==> src/rtl/prbs_pkg.sv <==
// PRBS generator/checker shared definitions:
// polynomial tables, mode and checker state encodings.
package prbs_pkg;

    typedef enum logic [1:0] {
        MODE_PRBS7  = 2'b00,
        MODE_PRBS15 = 2'b01,
        MODE_PRBS23 = 2'b10,
        MODE_PRBS31 = 2'b11
    } prbs_mode_e;

    typedef enum logic {
        ST_SEED  = 1'b0,
        ST_CHECK = 1'b1
    } chk_state_e;

    // x^n + x^t + 1, indexed by mode
    localparam logic [4:0] LEN_TBL [4] = '{5'd7, 5'd15, 5'd23, 5'd31};
    localparam logic [4:0] TAP_TBL [4] = '{5'd6, 5'd14, 5'd18, 5'd28};

    function automatic logic prbs_fb(input logic [30:0] s,
                                     input logic [1:0]  m);
        return s[LEN_TBL[m] - 5'd1] ^ s[TAP_TBL[m] - 5'd1];
    endfunction

    function automatic logic [30:0] len_mask(input logic [1:0] m);
        return 31'h7FFF_FFFF >> (5'd31 - LEN_TBL[m]);
    endfunction

    function automatic logic [5:0] seed_words(input logic [1:0]  m,
                                              input int unsigned w);
        int unsigned n;
        n = 32'(LEN_TBL[m]);
        return 6'((n + w - 1) / w);
    endfunction

endpackage

==> src/rtl/prbs_step.sv <==
// Combinational W-step Fibonacci LFSR advance; oldest
// emitted bit lands in o_bits[W-1].
module prbs_step
    import prbs_pkg::*;
#(
    parameter int W = 8
) (
    input  logic [30:0]  i_state,
    input  logic [1:0]   i_mode,
    output logic [30:0]  o_state,
    output logic [W-1:0] o_bits
);

    logic [30:0] w_s;
    logic        w_fb;

    always_comb begin
        w_s    = i_state;
        w_fb   = 1'b0;
        o_bits = '0;
        for (int i = 0; i < W; i++) begin
            w_fb = prbs_fb(w_s, i_mode);
            w_s  = {w_s[29:0], w_fb};
            o_bits[W-1-i] = w_fb;
        end
        o_state = w_s;
    end

endmodule

==> src/rtl/prbs_gen_check.sv <==
// PRBS7/15/23/31 word generator with error injection and a
// self-synchronising checker with loss-of-lock detection.
module prbs_gen_check
    import prbs_pkg::*;
#(
    parameter int W        = 8,
    parameter int CNT_W    = 16,
    parameter int LOSS_THR = 4
) (
    input  logic             clk,
    input  logic             rst_n,
    input  logic [1:0]       mode,
    input  logic             gen_en,
    input  logic             seed_load,
    input  logic [30:0]      seed,
    input  logic             inj_err,
    output logic [W-1:0]     gen_data,
    output logic             gen_valid,
    input  logic [W-1:0]     chk_data,
    input  logic             chk_valid,
    output logic             locked,
    output logic             err_word,
    output logic [CNT_W-1:0] err_cnt,
    input  logic             clr_cnt
);

    logic [30:0]      r_gen_st;
    logic [W-1:0]     r_gen_data;
    logic             r_gen_valid;
    logic             r_inj;
    logic [30:0]      w_gen_nxt;
    logic [W-1:0]     w_gen_bits;
    logic [W-1:0]     w_inj_mask;
    logic [30:0]      w_seed;

    chk_state_e       r_st, w_st;
    prbs_mode_e       r_mode_q;
    logic [30:0]      r_chk_st, w_chk_st;
    logic [5:0]       r_scnt, w_scnt;
    logic [7:0]       r_run, w_run;
    logic             r_err_word, w_err_word;
    logic [CNT_W-1:0] r_err_cnt, w_err_cnt;
    logic [30:0]      w_chk_unused;
    logic [W-1:0]     w_pred;
    logic [W-1:0]     w_diff;
    logic [5:0]       w_pop;
    logic [30:0]      w_load;
    logic [CNT_W:0]   w_sum;
    logic [CNT_W-1:0] w_sat;

    prbs_step #(.W(W)) u_gen_step (
        .i_state (r_gen_st),
        .i_mode  (mode),
        .o_state (w_gen_nxt),
        .o_bits  (w_gen_bits)
    );

    prbs_step #(.W(W)) u_chk_step (
        .i_state (r_chk_st),
        .i_mode  (mode),
        .o_state (w_chk_unused),
        .o_bits  (w_pred)
    );

    // an all-zero seed would lock the LFSR up
    assign w_seed = ((seed & len_mask(mode)) == 31'd0) ? '1 : seed;

    always_comb begin
        w_inj_mask    = '0;
        w_inj_mask[0] = inj_err | r_inj;
    end

    always_ff @(posedge clk or negedge rst_n) begin
        if (!rst_n) begin
            r_gen_st    <= '1;
            r_gen_data  <= '0;
            r_gen_valid <= 1'b0;
            r_inj       <= 1'b0;
        end else if (seed_load) begin
            r_gen_st    <= w_seed;
            r_gen_valid <= 1'b0;
            r_inj       <= r_inj | inj_err;
        end else if (gen_en) begin
            r_gen_st    <= w_gen_nxt;
            r_gen_data  <= w_gen_bits ^ w_inj_mask;
            r_gen_valid <= 1'b1;
            r_inj       <= 1'b0;
        end else begin
            r_gen_valid <= 1'b0;
            r_inj       <= r_inj | inj_err;
        end
    end

    // received bits always replace the state: self-synchronising
    if (W >= 31) begin : g_wide
        assign w_load = chk_data[30:0];
    end else begin : g_narrow
        assign w_load = {r_chk_st[30-W:0], chk_data};
    end

    assign w_diff = w_pred ^ chk_data;

    always_comb begin
        w_pop = '0;
        for (int i = 0; i < W; i++) begin
            w_pop = w_pop + 6'(w_diff[i]);
        end
    end

    assign w_sum = {1'b0, r_err_cnt} + (CNT_W+1)'(w_pop);
    assign w_sat = w_sum[CNT_W] ? '1 : w_sum[CNT_W-1:0];

    always_comb begin
        w_st       = r_st;
        w_chk_st   = r_chk_st;
        w_scnt     = r_scnt;
        w_run      = r_run;
        w_err_word = 1'b0;
        w_err_cnt  = r_err_cnt;
        if (mode != r_mode_q) begin
            w_st   = ST_SEED;
            w_scnt = '0;
            w_run  = '0;
        end else if (chk_valid) begin
            w_chk_st = w_load;
            unique case (r_st)
                ST_SEED: begin
                    if (r_scnt == seed_words(mode, W) - 6'd1) begin
                        w_st   = ST_CHECK;
                        w_scnt = '0;
                    end else begin
                        w_scnt = r_scnt + 6'd1;
                    end
                end
                ST_CHECK: begin
                    if (w_pop != 6'd0) begin
                        w_err_word = 1'b1;
                        w_err_cnt  = w_sat;
                        if (r_run == 8'(LOSS_THR - 1)) begin
                            w_st  = ST_SEED;
                            w_run = '0;
                        end else begin
                            w_run = r_run + 8'd1;
                        end
                    end else begin
                        w_run = '0;
                    end
                end
                default: w_st = ST_SEED;
            endcase
        end
        if (clr_cnt) begin
            w_err_cnt = '0;
        end
    end

    always_ff @(posedge clk or negedge rst_n) begin
        if (!rst_n) begin
            r_st       <= ST_SEED;
            r_mode_q   <= MODE_PRBS7;
            r_chk_st   <= '1;
            r_scnt     <= '0;
            r_run      <= '0;
            r_err_word <= 1'b0;
            r_err_cnt  <= '0;
        end else begin
            r_st       <= w_st;
            r_mode_q   <= prbs_mode_e'(mode);
            r_chk_st   <= w_chk_st;
            r_scnt     <= w_scnt;
            r_run      <= w_run;
            r_err_word <= w_err_word;
            r_err_cnt  <= w_err_cnt;
        end
    end

    assign gen_data  = r_gen_data;
    assign gen_valid = r_gen_valid;
    assign locked    = (r_st == ST_CHECK);
    assign err_word  = r_err_word;
    assign err_cnt   = r_err_cnt;

endmodule
==> config.mk <==
export PLATFORM = sky130hd
export DESIGN_NAME = prbs_gen_check
export DESIGN_NICKNAME = d
export VERILOG_FILES = /design/src/rtl/prbs_pkg.sv /design/src/rtl/prbs_step.sv /design/src/rtl/prbs_gen_check.sv
export SDC_FILE = /design/constraint.sdc
export NUM_CORES = 1
export LEC_CHECK = 0
export ABC_AREA = 0
export CAP_MARGIN = 20
export CORE_UTILIZATION = 35
export DETAILED_ROUTE_END_ITERATION = 8
export PLACE_DENSITY = 0.57
export SYNTH_ARGS = -nofsm -noshare
export SYNTH_HDL_FRONTEND = slang
export SYNTH_HIERARCHICAL = 1
export SYNTH_SLANG_ARGS = --single-unit
==> constraint.sdc <==
create_clock -name clk -period 15.4 [get_ports clk]
set_input_delay 3.08 -clock clk [delete_from_list [all_inputs] [get_ports clk]]
set_output_delay 3.08 -clock clk [all_outputs]
set_load 0.05 [all_outputs]
==> flow_metrics.py, run 1 <==
metrics = {
    "outcome": {
        "status": "finished with violations",
        "violations": "DRC",
    },
    "sta": {
        "worst_pin_slew_ns": 0.9074,
        "holdWs_ns": 0.5002,
        "slew_headroom": 0.3951,
        "fin_worst_skew_ns": 0.01104,
        "setup_viol": 0,
        "max_freq_mhz": 104.7,
        "rsz0062_at_grt": "no",
        "period_needed_ns": 9.552,
        "post-route-period-util": 0.6203,
        "drv_slew": 0,
        "hold_violations": 0,
        "setup_tns_ns": 0,
    },
    "clock_tree": {
        "htree_num_levels": 3,
        "post_cts_resized": 0,
        "root_buffer": "clkbuf_16",
        "post-cts-setup-buffer-count": 0,
        "cts_hold_buffers": 0,
        "clkSinkCount": 106,
        "cts_tree": "built",
        "clkTransAtPathRegs_ns": 0.08,
        "ctsLongestPathBuffers": 2,
        "clock_latency_ns": 0.36,
        "numCtsBuffers": 9,
    },
    "drt": {
        "drc": 2,
        "first_pass_iters": 6,
        "wirelength_mm": 14.60,
        "wl_met2_mm": 7.044,
        "wl_per_cell_um": 17.51,
        "routed-via-count": 4559,
        "vias_per_cell": 5.466,
        "highest_layer": "met4",
        "wl_met1_mm": 6.824,
        "postRouteAntennaNets": 0,
        "wl_met3_um": 481,
        "first_iter_violations": 215,
    },
    "power": {
        "p_per_area_nw_per_um2": 182.4,
        "power.total_w": 0.001379,
        "ir_worst_vdd_v": 0.0001117,
        "leakage_nw": 2.928,
    },
    "floorplan": {
        "die_x_um": 139.2,
        "initial_core_util": 0.3619,
        "die_h_um": 139.2,
        "placementRows": 49,
        "pin_count": 75,
        "core-area_um2": 18210,
        "die_area_um2": 19380,
    },
    "place": {
        "place_hpwl_mm": 10.41,
        "place_congestion": 0.8049,
        "placed_cells": 817,
        "port_buffers": 74,
    },
    "finish": {
        "layout-drive-gt1-share": 0.3140,
        "final_util": 0.4153,
        "area_growth_syn_to_layout_pct": 14.75,
        "diodes": 0,
        "final_cells": 834,
        "final_nets": 663,
        "fillCellCount": 1722,
    },
    "synthesis": {
        "syn-mean-instance-area_um2": 11.56,
        "ys_warn_count": 6,
        "synth_area_um2": 6590,
        "synth_cells": 570,
        "syn-num-nets": 633,
    },
    "worst_setup_path": {
        "cp-start-kind": "input port",
        "critPathCaptureType": "register",
        "path_class": "in -> reg",
        "path_max_fanout": 61,
        "cp.arrival_ns": 9.81,
        "required_ns": 15.66,
    },
    "global_route": {
        "grt_pass1_vias": 4648,
        "grt-ovfl-total": 0,
        "track_usage": 0.1584,
        "grt_pass1_wl_mm": 24.30,
        "grt_max_degree": 62,
        "antenna_found_initial": 0,
    },
    "job": {
        "maxCapViolations": 0,
    },
    "hold_path": {
        "hold_path_class": "reg -> reg",
    },
}
## area by class of cell
cell class	count	area, um2	area share
clock buffer	13	270.3	0.03574
sequential	106	2730	0.3610
timing repair buffer	82	788.3	0.1042
multi-input combinational	386	3385	0.4476
clock inverter	3	46.29	0.006122
tap	229	286.5	0.03789
inverter	15	56.30	0.007445
## cells in the final DEF (no fill, tap or decap), types with 8 or more instances in the layout
cell type,count
mux2_2,73
clkdlybuf4s50_1,71
dfstp_2,62
dfrtp_1,44
o22a_1,31
xor2_1,25
a21oi_1,25
nand2_1,22
nor2_1,16
inv_1,13
o21ai_0,13
a31oi_1,13
a211oi_1,12
mux4_2,12
nor3_1,11
ha_1,10
mux2i_1,10
nand2b_1,9
clkbuf_16,9
xnor2_1,8
buf_4,8
## flip-flops by register name, indices dropped and copies added (netlist names)
name / cells
r_chk_st: 31
r_gen_st: 31
err_cnt: 16
gen_data: 8
r_run: 8
r_scnt: 6
r_mode_q: 2
err_word: 1
gen_valid: 1
locked: 1
r_inj: 1
## where the power goes
group / switching, W / total (W) / internal [W]
logic: 0.000394 / 0.000713 / 0.000319
registers: 0.0000508 / 0.000420 / 0.000369
clock network: 0.000106 / 0.000246 / 0.000140
total: 0.000551 / 0.00138 / 0.000828
## routing by layer
layer / vias up / track usage
met4: 0 / 0.06550
li1: 2153 / -
met2: 84 / 0.2488
met3: 13 / 0.02684
met5: - / 0
met1: 2309 / 0.2166
## worst paths after layout
kind,from,to,slack (ns),depth (start not counted)
min in group asynchronous,rst_n,err_cnt[5],2.73,1
worst min register to register,r_inj,r_inj,0.50,2
worst max register to register,r_chk_st[6],err_cnt[11],9.00,19
worst min-delay path,r_inj,r_inj,0.50,2
max in group asynchronous,rst_n,r_mode_q[1],11.48,2
worst max-delay path,mode[0],err_cnt[11],5.85,21
## critical path, cell delays in order
cell and delay, ns:
buf_2 0.07, buf_4 0.57, mux4_2 0.62, xnor2_2 0.19, inv_2 0.07, mux4_2 0.46
xor2_1 0.16, xnor2_1 0.19, fa_1 0.47, fa_1 0.54, inv_1 0.05, fa_1 0.48
ha_1 0.24, fa_1 0.57, inv_1 0.08, fa_1 0.43, nor2b_1 0.13, o21ai_0 0.12
a21oi_1 0.75, nor3_1 0.15, a221oi_1 0.32
## through the flow
| stage | area (um2) | setup WS (ns) |
|---|---|---|
| floorplan | 6590 | 6.799 |
| global placement | 7238 | 5.620 |
| detailed placement | 7238 | 5.445 |
| CTS | 7555 | 5.819 |
| global route | 7562 | 5.387 |
| finish | 7562 | 5.848 |
No activity file was read; power rests on OpenSTA's default activity.
==> run 2, diff against run 1 <==
--- a/config.mk
+++ b/config.mk
@@ -9,7 +9,7 @@
 export CAP_MARGIN = 20
 export CORE_UTILIZATION = 35
 export DETAILED_ROUTE_END_ITERATION = 8
-export PLACE_DENSITY = 0.57
+export PLACE_DENSITY = 0.59
 export SYNTH_ARGS = -nofsm -noshare
 export SYNTH_HDL_FRONTEND = slang
 export SYNTH_HIERARCHICAL = 1
==> constraint.sdc (replaced) <==
create_clock -name clk -period 8.5 [get_ports clk]
set_input_delay 1.7 -clock clk [delete_from_list [all_inputs] [get_ports clk]]
set_output_delay 1.7 -clock clk [all_outputs]
set_load 0.05 [all_outputs]
==> flow_metrics.py, run 2 (synthesized netlist as in run 1, its figures left out) <==
metrics = {
    "worst_setup_path": {
        "path_cells": "buf_2 -> mux4_2 -> xnor2_2 -> inv_2 -> mux4_2 -> xor2_1 -> xnor2_1 -> fa_1 -> fa_1 -> inv_1 -> fa_1 -> ha_1 -> fa_1 -> inv_1 -> fa_1 -> nor2b_1 -> o21ai_0 -> a21oi_1 -> o21ai_0 -> a221oi_1",
        "slowest_stage": "a21oi_1",
        "path_max_fanout": 26,
        "reg2reg_slack_ns": 2.09,
        "required_ns": 8.74,
        "crit_start": "mode[1]",
        "worstRegToRegCells": 19,
        "max_stage_delay_ns": 0.69,
        "cp.arrival_ns": 7.94,
        "path_delay_family": "adder cells",
        "path_class": "in -> reg",
        "critical_path.most_common_cell": "fa_1",
        "critPathCaptureType": "register",
        "reg2reg_from": "r_chk_st[22]",
        "crit_buf_inv": 4,
        "reg2reg_to": "err_cnt[11]",
        "crit_end": "err_cnt[11]",
        "cp-start-kind": "input port",
        "timing.critical_path.depth": 20,
    },
    "clock_tree": {
        "clkTransAtPathRegs_ns": 0.08,
        "clock_latency_ns": 0.35,
        "cts_tree": "built",
        "post-cts-setup-buffer-count": 0,
        "cts_hold_buffers": 0,
        "numCtsBuffers": 9,
        "post_cts_resized": 0,
        "clkSinkCount": 106,
        "root_buffer": "clkbuf_16",
        "htree_num_levels": 3,
        "ctsLongestPathBuffers": 2,
    },
    "power": {
        "p_per_area_nw_per_um2": 323.7,
        "leakage_nw": 2.940,
        "power.total_w": 0.002453,
        "ir_worst_vdd_v": 0.0002572,
    },
    "finish": {
        "area_growth_syn_to_layout_pct": 14.98,
        "layout-drive-gt1-share": 0.3174,
        "fillCellCount": 1695,
        "final_nets": 666,
        "layout_commonest_cell": "mux2_2",
        "layout_common_cells": "73 x mux2_2, 71 x clkdlybuf4s50_1, 62 x dfstp_2, 44 x dfrtp_1, 31 x o22a_1",
        "regArea_um2": 2730,
        "multi_input_area_um2": 3385,
        "diodes": 0,
    },
    "sta": {
        "worst_slack_ns": 0.7941,
        "post-route-period-util": 0.9066,
        "hold_violations": 0,
        "setup_tns_ns": 0,
        "worst_pin_slew_ns": 0.8240,
        "period_needed_ns": 7.706,
        "fin_worst_skew_ns": 0.009527,
        "setup_viol": 0,
        "slew_headroom": 0.4495,
        "holdWs_ns": 0.5005,
        "max_freq_mhz": 129.8,
        "drv_slew": 0,
        "rsz0062_at_grt": "no",
    },
    "global_route": {
        "antenna_found_initial": 0,
        "track_usage": 0.1582,
        "grt_pass1_wl_mm": 24.63,
        "grt_max_degree": 82,
        "grt_pass1_vias": 4617,
        "grt-ovfl-total": 0,
    },
    "floorplan": {
        "initial_core_util": 0.3619,
        "pin_count": 75,
        "placementRows": 49,
        "die_h_um": 139.2,
        "die_area_um2": 19380,
        "die_x_um": 139.2,
        "core-area_um2": 18210,
    },
    "drt": {
        "first_iter_violations": 242,
        "vias_per_cell": 5.527,
        "first_pass_iters": 7,
        "routed-via-count": 4626,
        "drc": 5,
        "postRouteAntennaNets": 0,
        "wirelength_mm": 14.63,
        "wl_per_cell_um": 17.47,
    },
    "place": {
        "place_hpwl_mm": 10.54,
        "place_congestion": 0.8362,
        "place_ws_ns": 0.4186,
        "port_buffers": 74,
    },
    "hold_path": {
        "hold_path_class": "reg -> reg",
    },
    "outcome": {
        "status": "finished with violations",
        "violations": "DRC",
    },
    "job": {
        "maxCapViolations": 0,
    },
}
run 2: cell count changes in the layout (fill, tap and decap cells not counted), sizes merged:
cell | before | now
clkinvlp | 1 | 0
buf | 10 | 13
clkbuf | 14 | 11
clkinv | 0 | 3
bufinv | 1 | 0
inv | 16 | 18
run 2: stage by stage:
step | instances | util | area [um2]
after floorplan | 570 | - | 6590
after global placement | 819 | 0.3983 | 7253
after detailed placement | 819 | 0.3983 | 7253
after CTS | 835 | 0.4142 | 7542
after global routing | 837 | 0.4161 | 7577
final | 837 | 0.4161 | 7577
run 2: final cells by class:
cell class,count,area share
inverter,15,0.007431
timing repair buffer,85,0.1096
tap,229,0.03781
clock inverter,6,0.007926
sequential,106,0.3603
clock buffer,10,0.03022
multi-input combinational,386,0.4467
run 2: metal layers:
metal,up-vias,wire (um),GRT usage
li1,2162,-,-
met1,2333,6876,0.2179
met2,120,6952,0.2504
met3,11,576,0.02512
met4,0,220,0.05906
met5,-,0,0
run 2: worst min path at each step:
stage	endpoint	depth (start not counted)	slack [ns]	from
final	r_inj	2	0.50	r_inj
after global routing	gen_data[1]	1	0.54	gen_data[1]
after CTS	r_inj	2	0.51	r_inj
after detailed placement	r_inj	2	0.49	r_inj
after global placement	r_inj	2	0.48	r_inj
after floorplan	r_inj	2	0.46	r_inj
run 2: report_power, final:
group	total, W	switching, W	internal (W)
registers	0.000762	0.0000933	0.000668
clock network	0.000410	0.000204	0.000206
logic	0.00128	0.000703	0.000578
total	0.00245	0.00100	0.00145
run 2: worst reg2reg max path: stages, from the launching register on:
cell and delay [ns]:
dfstp_2 0.40, mux4_2 0.49, xnor2_2 0.20, inv_2 0.07, mux4_2 0.47, xor2_1 0.16
xnor2_1 0.19, fa_1 0.47, fa_1 0.54, inv_1 0.05, fa_1 0.47, ha_1 0.24
fa_1 0.58, inv_1 0.08, fa_1 0.44, nor2b_1 0.12, o21ai_0 0.13, a21oi_1 0.69
o21ai_0 0.22, a221oi_1 0.29
==> run 3, diff against run 2 <==
--- a/config.mk
+++ b/config.mk
@@ -5,11 +5,12 @@
 export SDC_FILE = /design/constraint.sdc
 export NUM_CORES = 1
 export LEC_CHECK = 0
-export ABC_AREA = 0
+export ABC_AREA = 1
 export CAP_MARGIN = 20
 export CORE_UTILIZATION = 35
 export DETAILED_ROUTE_END_ITERATION = 8
-export PLACE_DENSITY = 0.59
+export PLACE_DENSITY = 0.56
+export SLEW_MARGIN = 20
 export SYNTH_ARGS = -nofsm -noshare
 export SYNTH_HDL_FRONTEND = slang
 export SYNTH_HIERARCHICAL = 1
==> constraint.sdc (replaced) <==
create_clock -name clk -period 9.6 [get_ports clk]
set_input_delay 1.92 -clock clk [delete_from_list [all_inputs] [get_ports clk]]
set_output_delay 1.92 -clock clk [all_outputs]
set_load 0.05 [all_outputs]
==> flow_metrics.py, run 3 <==
metrics = {
    "hold_path": {
        "hold_end": "r_chk_st[27]",
        "worstHoldStart": "r_chk_st[27]",
        "min_delay_path_depth": 2,
        "hold_path_class": "reg -> reg",
    },
    "drt": {
        "postRouteAntennaNets": 0,
        "first_iter_violations": 397,
        "wl_per_cell_um": 13.49,
        "wirelength_mm": 18.10,
        "first_pass_iters": 5,
        "drc": 0,
        "vias_per_cell": 4.728,
        "routed-via-count": 6345,
    },
    "place": {
        "port_buffers": 74,
        "place_congestion": 0.8935,
        "place_hpwl_mm": 13.05,
    },
    "worst_setup_path": {
        "reg2reg_from": "r_chk_st[22]",
        "cp.arrival_ns": 8.12,
        "path_class": "in -> reg",
        "reg2reg_slack_ns": 3.93,
        "path_max_fanout": 20,
        "cp-start-kind": "input port",
        "required_ns": 9.90,
        "reg2reg_to": "err_cnt[8]",
        "critPathCaptureType": "register",
        "worstRegToRegCells": 28,
    },
    "clock_tree": {
        "clkTransAtPathRegs_ns": 0.07,
        "root_buffer": "clkbuf_16",
        "cts_hold_buffers": 0,
        "post-cts-setup-buffer-count": 0,
        "post_cts_resized": 0,
        "ctsLongestPathBuffers": 2,
        "clock_latency_ns": 0.35,
        "clkSinkCount": 106,
        "cts_tree": "built",
        "htree_num_levels": 3,
        "numCtsBuffers": 9,
    },
    "sta": {
        "setup_viol": 0,
        "max_freq_mhz": 127.9,
        "period_needed_ns": 7.819,
        "setup_tns_ns": 0,
        "worst_pin_slew_ns": 0.8215,
        "slew_headroom": 0.4506,
        "post-route-period-util": 0.8145,
        "rsz0062_at_grt": "no",
        "hold_violations": 0,
        "fin_worst_skew_ns": 0.007426,
        "drv_slew": 0,
    },
    "global_route": {
        "grt_max_degree": 61,
        "track_usage": 0.1765,
        "grt-ovfl-total": 0,
        "grt_pass1_wl_mm": 30.69,
        "antenna_found_initial": 1,
        "grt_pass1_vias": 6031,
    },
    "floorplan": {
        "initial_core_util": 0.3601,
        "placementRows": 52,
        "pin_count": 75,
        "core-area_um2": 20430,
        "die_h_um": 147.0,
        "die_x_um": 147.0,
        "die_area_um2": 21600,
    },
    "synthesis": {
        "syn-mean-instance-area_um2": 7.053,
        "synth_area_um2": 7356,
        "ys_warn_count": 6,
        "synth_cells": 1043,
        "syn-num-nets": 1106,
    },
    "finish": {
        "area_growth_syn_to_layout_pct": 13.28,
        "diodes": 0,
        "final_util": 0.4079,
        "final_nets": 1130,
        "layout_commonest_cell": "nand2_1",
        "layout_common_cells": "399 x nand2_1, 120 x inv_1, 74 x nand3_1, 71 x clkdlybuf4s50_1, 63 x nor2_1",
        "layout-drive-gt1-share": 0.1203,
    },
    "power": {
        "clockPowerShare": 0.222,
        "ir_worst_vdd_v": 0.0001367,
        "p_sw_w": 0.0006815,
        "power_frac_comb": 0.418,
        "sequentialPowerShare": 0.360,
        "power.internal_w": 0.001065,
        "p_per_area_nw_per_um2": 209.6,
        "leakage_nw": 4.143,
        "switching_share": 0.3901,
    },
    "job": {
        "maxCapViolations": 0,
    },
    "outcome": {
        "status": "finished, final reports clean",
    },
}
## run 3: critical path, cell delays in order
cell             delay, ns
clkdlybuf4s50_1       0.84
inv_4                 0.34
nand3_2               0.10
nand3_1               0.12
nand2_1               0.07
nand2_1               0.07
nand3_1               0.06
nand2_1               0.13
nand2_1               0.06
nand2_1               0.06
nand2_1               0.06
xnor2_1               0.14
fa_1                  0.51
fa_1                  0.54
inv_1                 0.05
fa_1                  0.47
ha_1                  0.24
fa_1                  0.54
inv_1                 0.08
fa_1                  0.43
nand3b_1              0.20
nand2_1               0.16
inv_1                 0.07
nor2_2                0.14
nand2_1               0.36
nand3_1               0.24
nand2_1               0.07
nand2_1               0.06
## run 3: area by class of cell
| type | instances | area [um2] |
|---|---|---|
| Clock buffer | 14 | 295.3 |
| Clock inverter | 2 | 15.01 |
| Fill cell | 2213 | 12100 |
| Inverter | 130 | 493.0 |
| Multi-Input combinational cell | 739 | 3661 |
| Sequential cell | 106 | 2730 |
| Tap cell | 270 | 337.8 |
| Timing Repair Buffer | 81 | 800.8 |
## run 3: through the flow
stage	area, um2	hold WS, ns	total power (W)	instances	worst slack [ns]
3_5_place_dp	8000	0.4545	0.001372	1325	1.395
6_report	8333	0.4688	0.001747	1342	1.781
4_1_cts	8310	0.4675	0.001775	1341	1.747
3_3_place_gp	8000	0.4567	0.001366	1325	1.550
2_1_floorplan	7356	0.4447	0.001208	1043	2.777
5_1_grt	8333	0.4870	0.001890	1342	1.351
## run 3: per-layer routing
metal / share of wire / up-vias / routed length (um) / track usage
li1: - / 3272 / - / -
met1: 0.47 / 2927 / 8571 / 0.2406
met2: 0.47 / 120 / 8572 / 0.2867
met3: 0.038 / 24 / 696 / 0.03540
met4: 0.014 / 2 / 247 / 0.04278
met5: 0.00072 / - / 13 / 0
## run 3: worst max-delay path by stage
stage                       start          end  slack [ns]  cells after the start
after floorplan           mode[1]  err_cnt[11]        2.78                     31
after global placement    mode[1]  err_cnt[15]        1.55                     28
after detailed placement  mode[1]   err_cnt[8]        1.40                     28
after CTS                 mode[1]   err_cnt[8]        1.75                     28
after global routing      mode[1]  err_cnt[11]        1.35                     28
final                     mode[1]   err_cnt[8]        1.78                     28
## run 3: power by group through the flow
stage / Sequential (W) / Clock [W] / Combinational, W
floorplan: 0.000641 / 0 / 0.000566
global placement: 0.000637 / 0 / 0.000729
detailed placement: 0.000636 / 0 / 0.000736
CTS: 0.000630 / 0.000405 / 0.000740
global route: 0.000641 / 0.000422 / 0.000826
finish: 0.000629 / 0.000388 / 0.000730
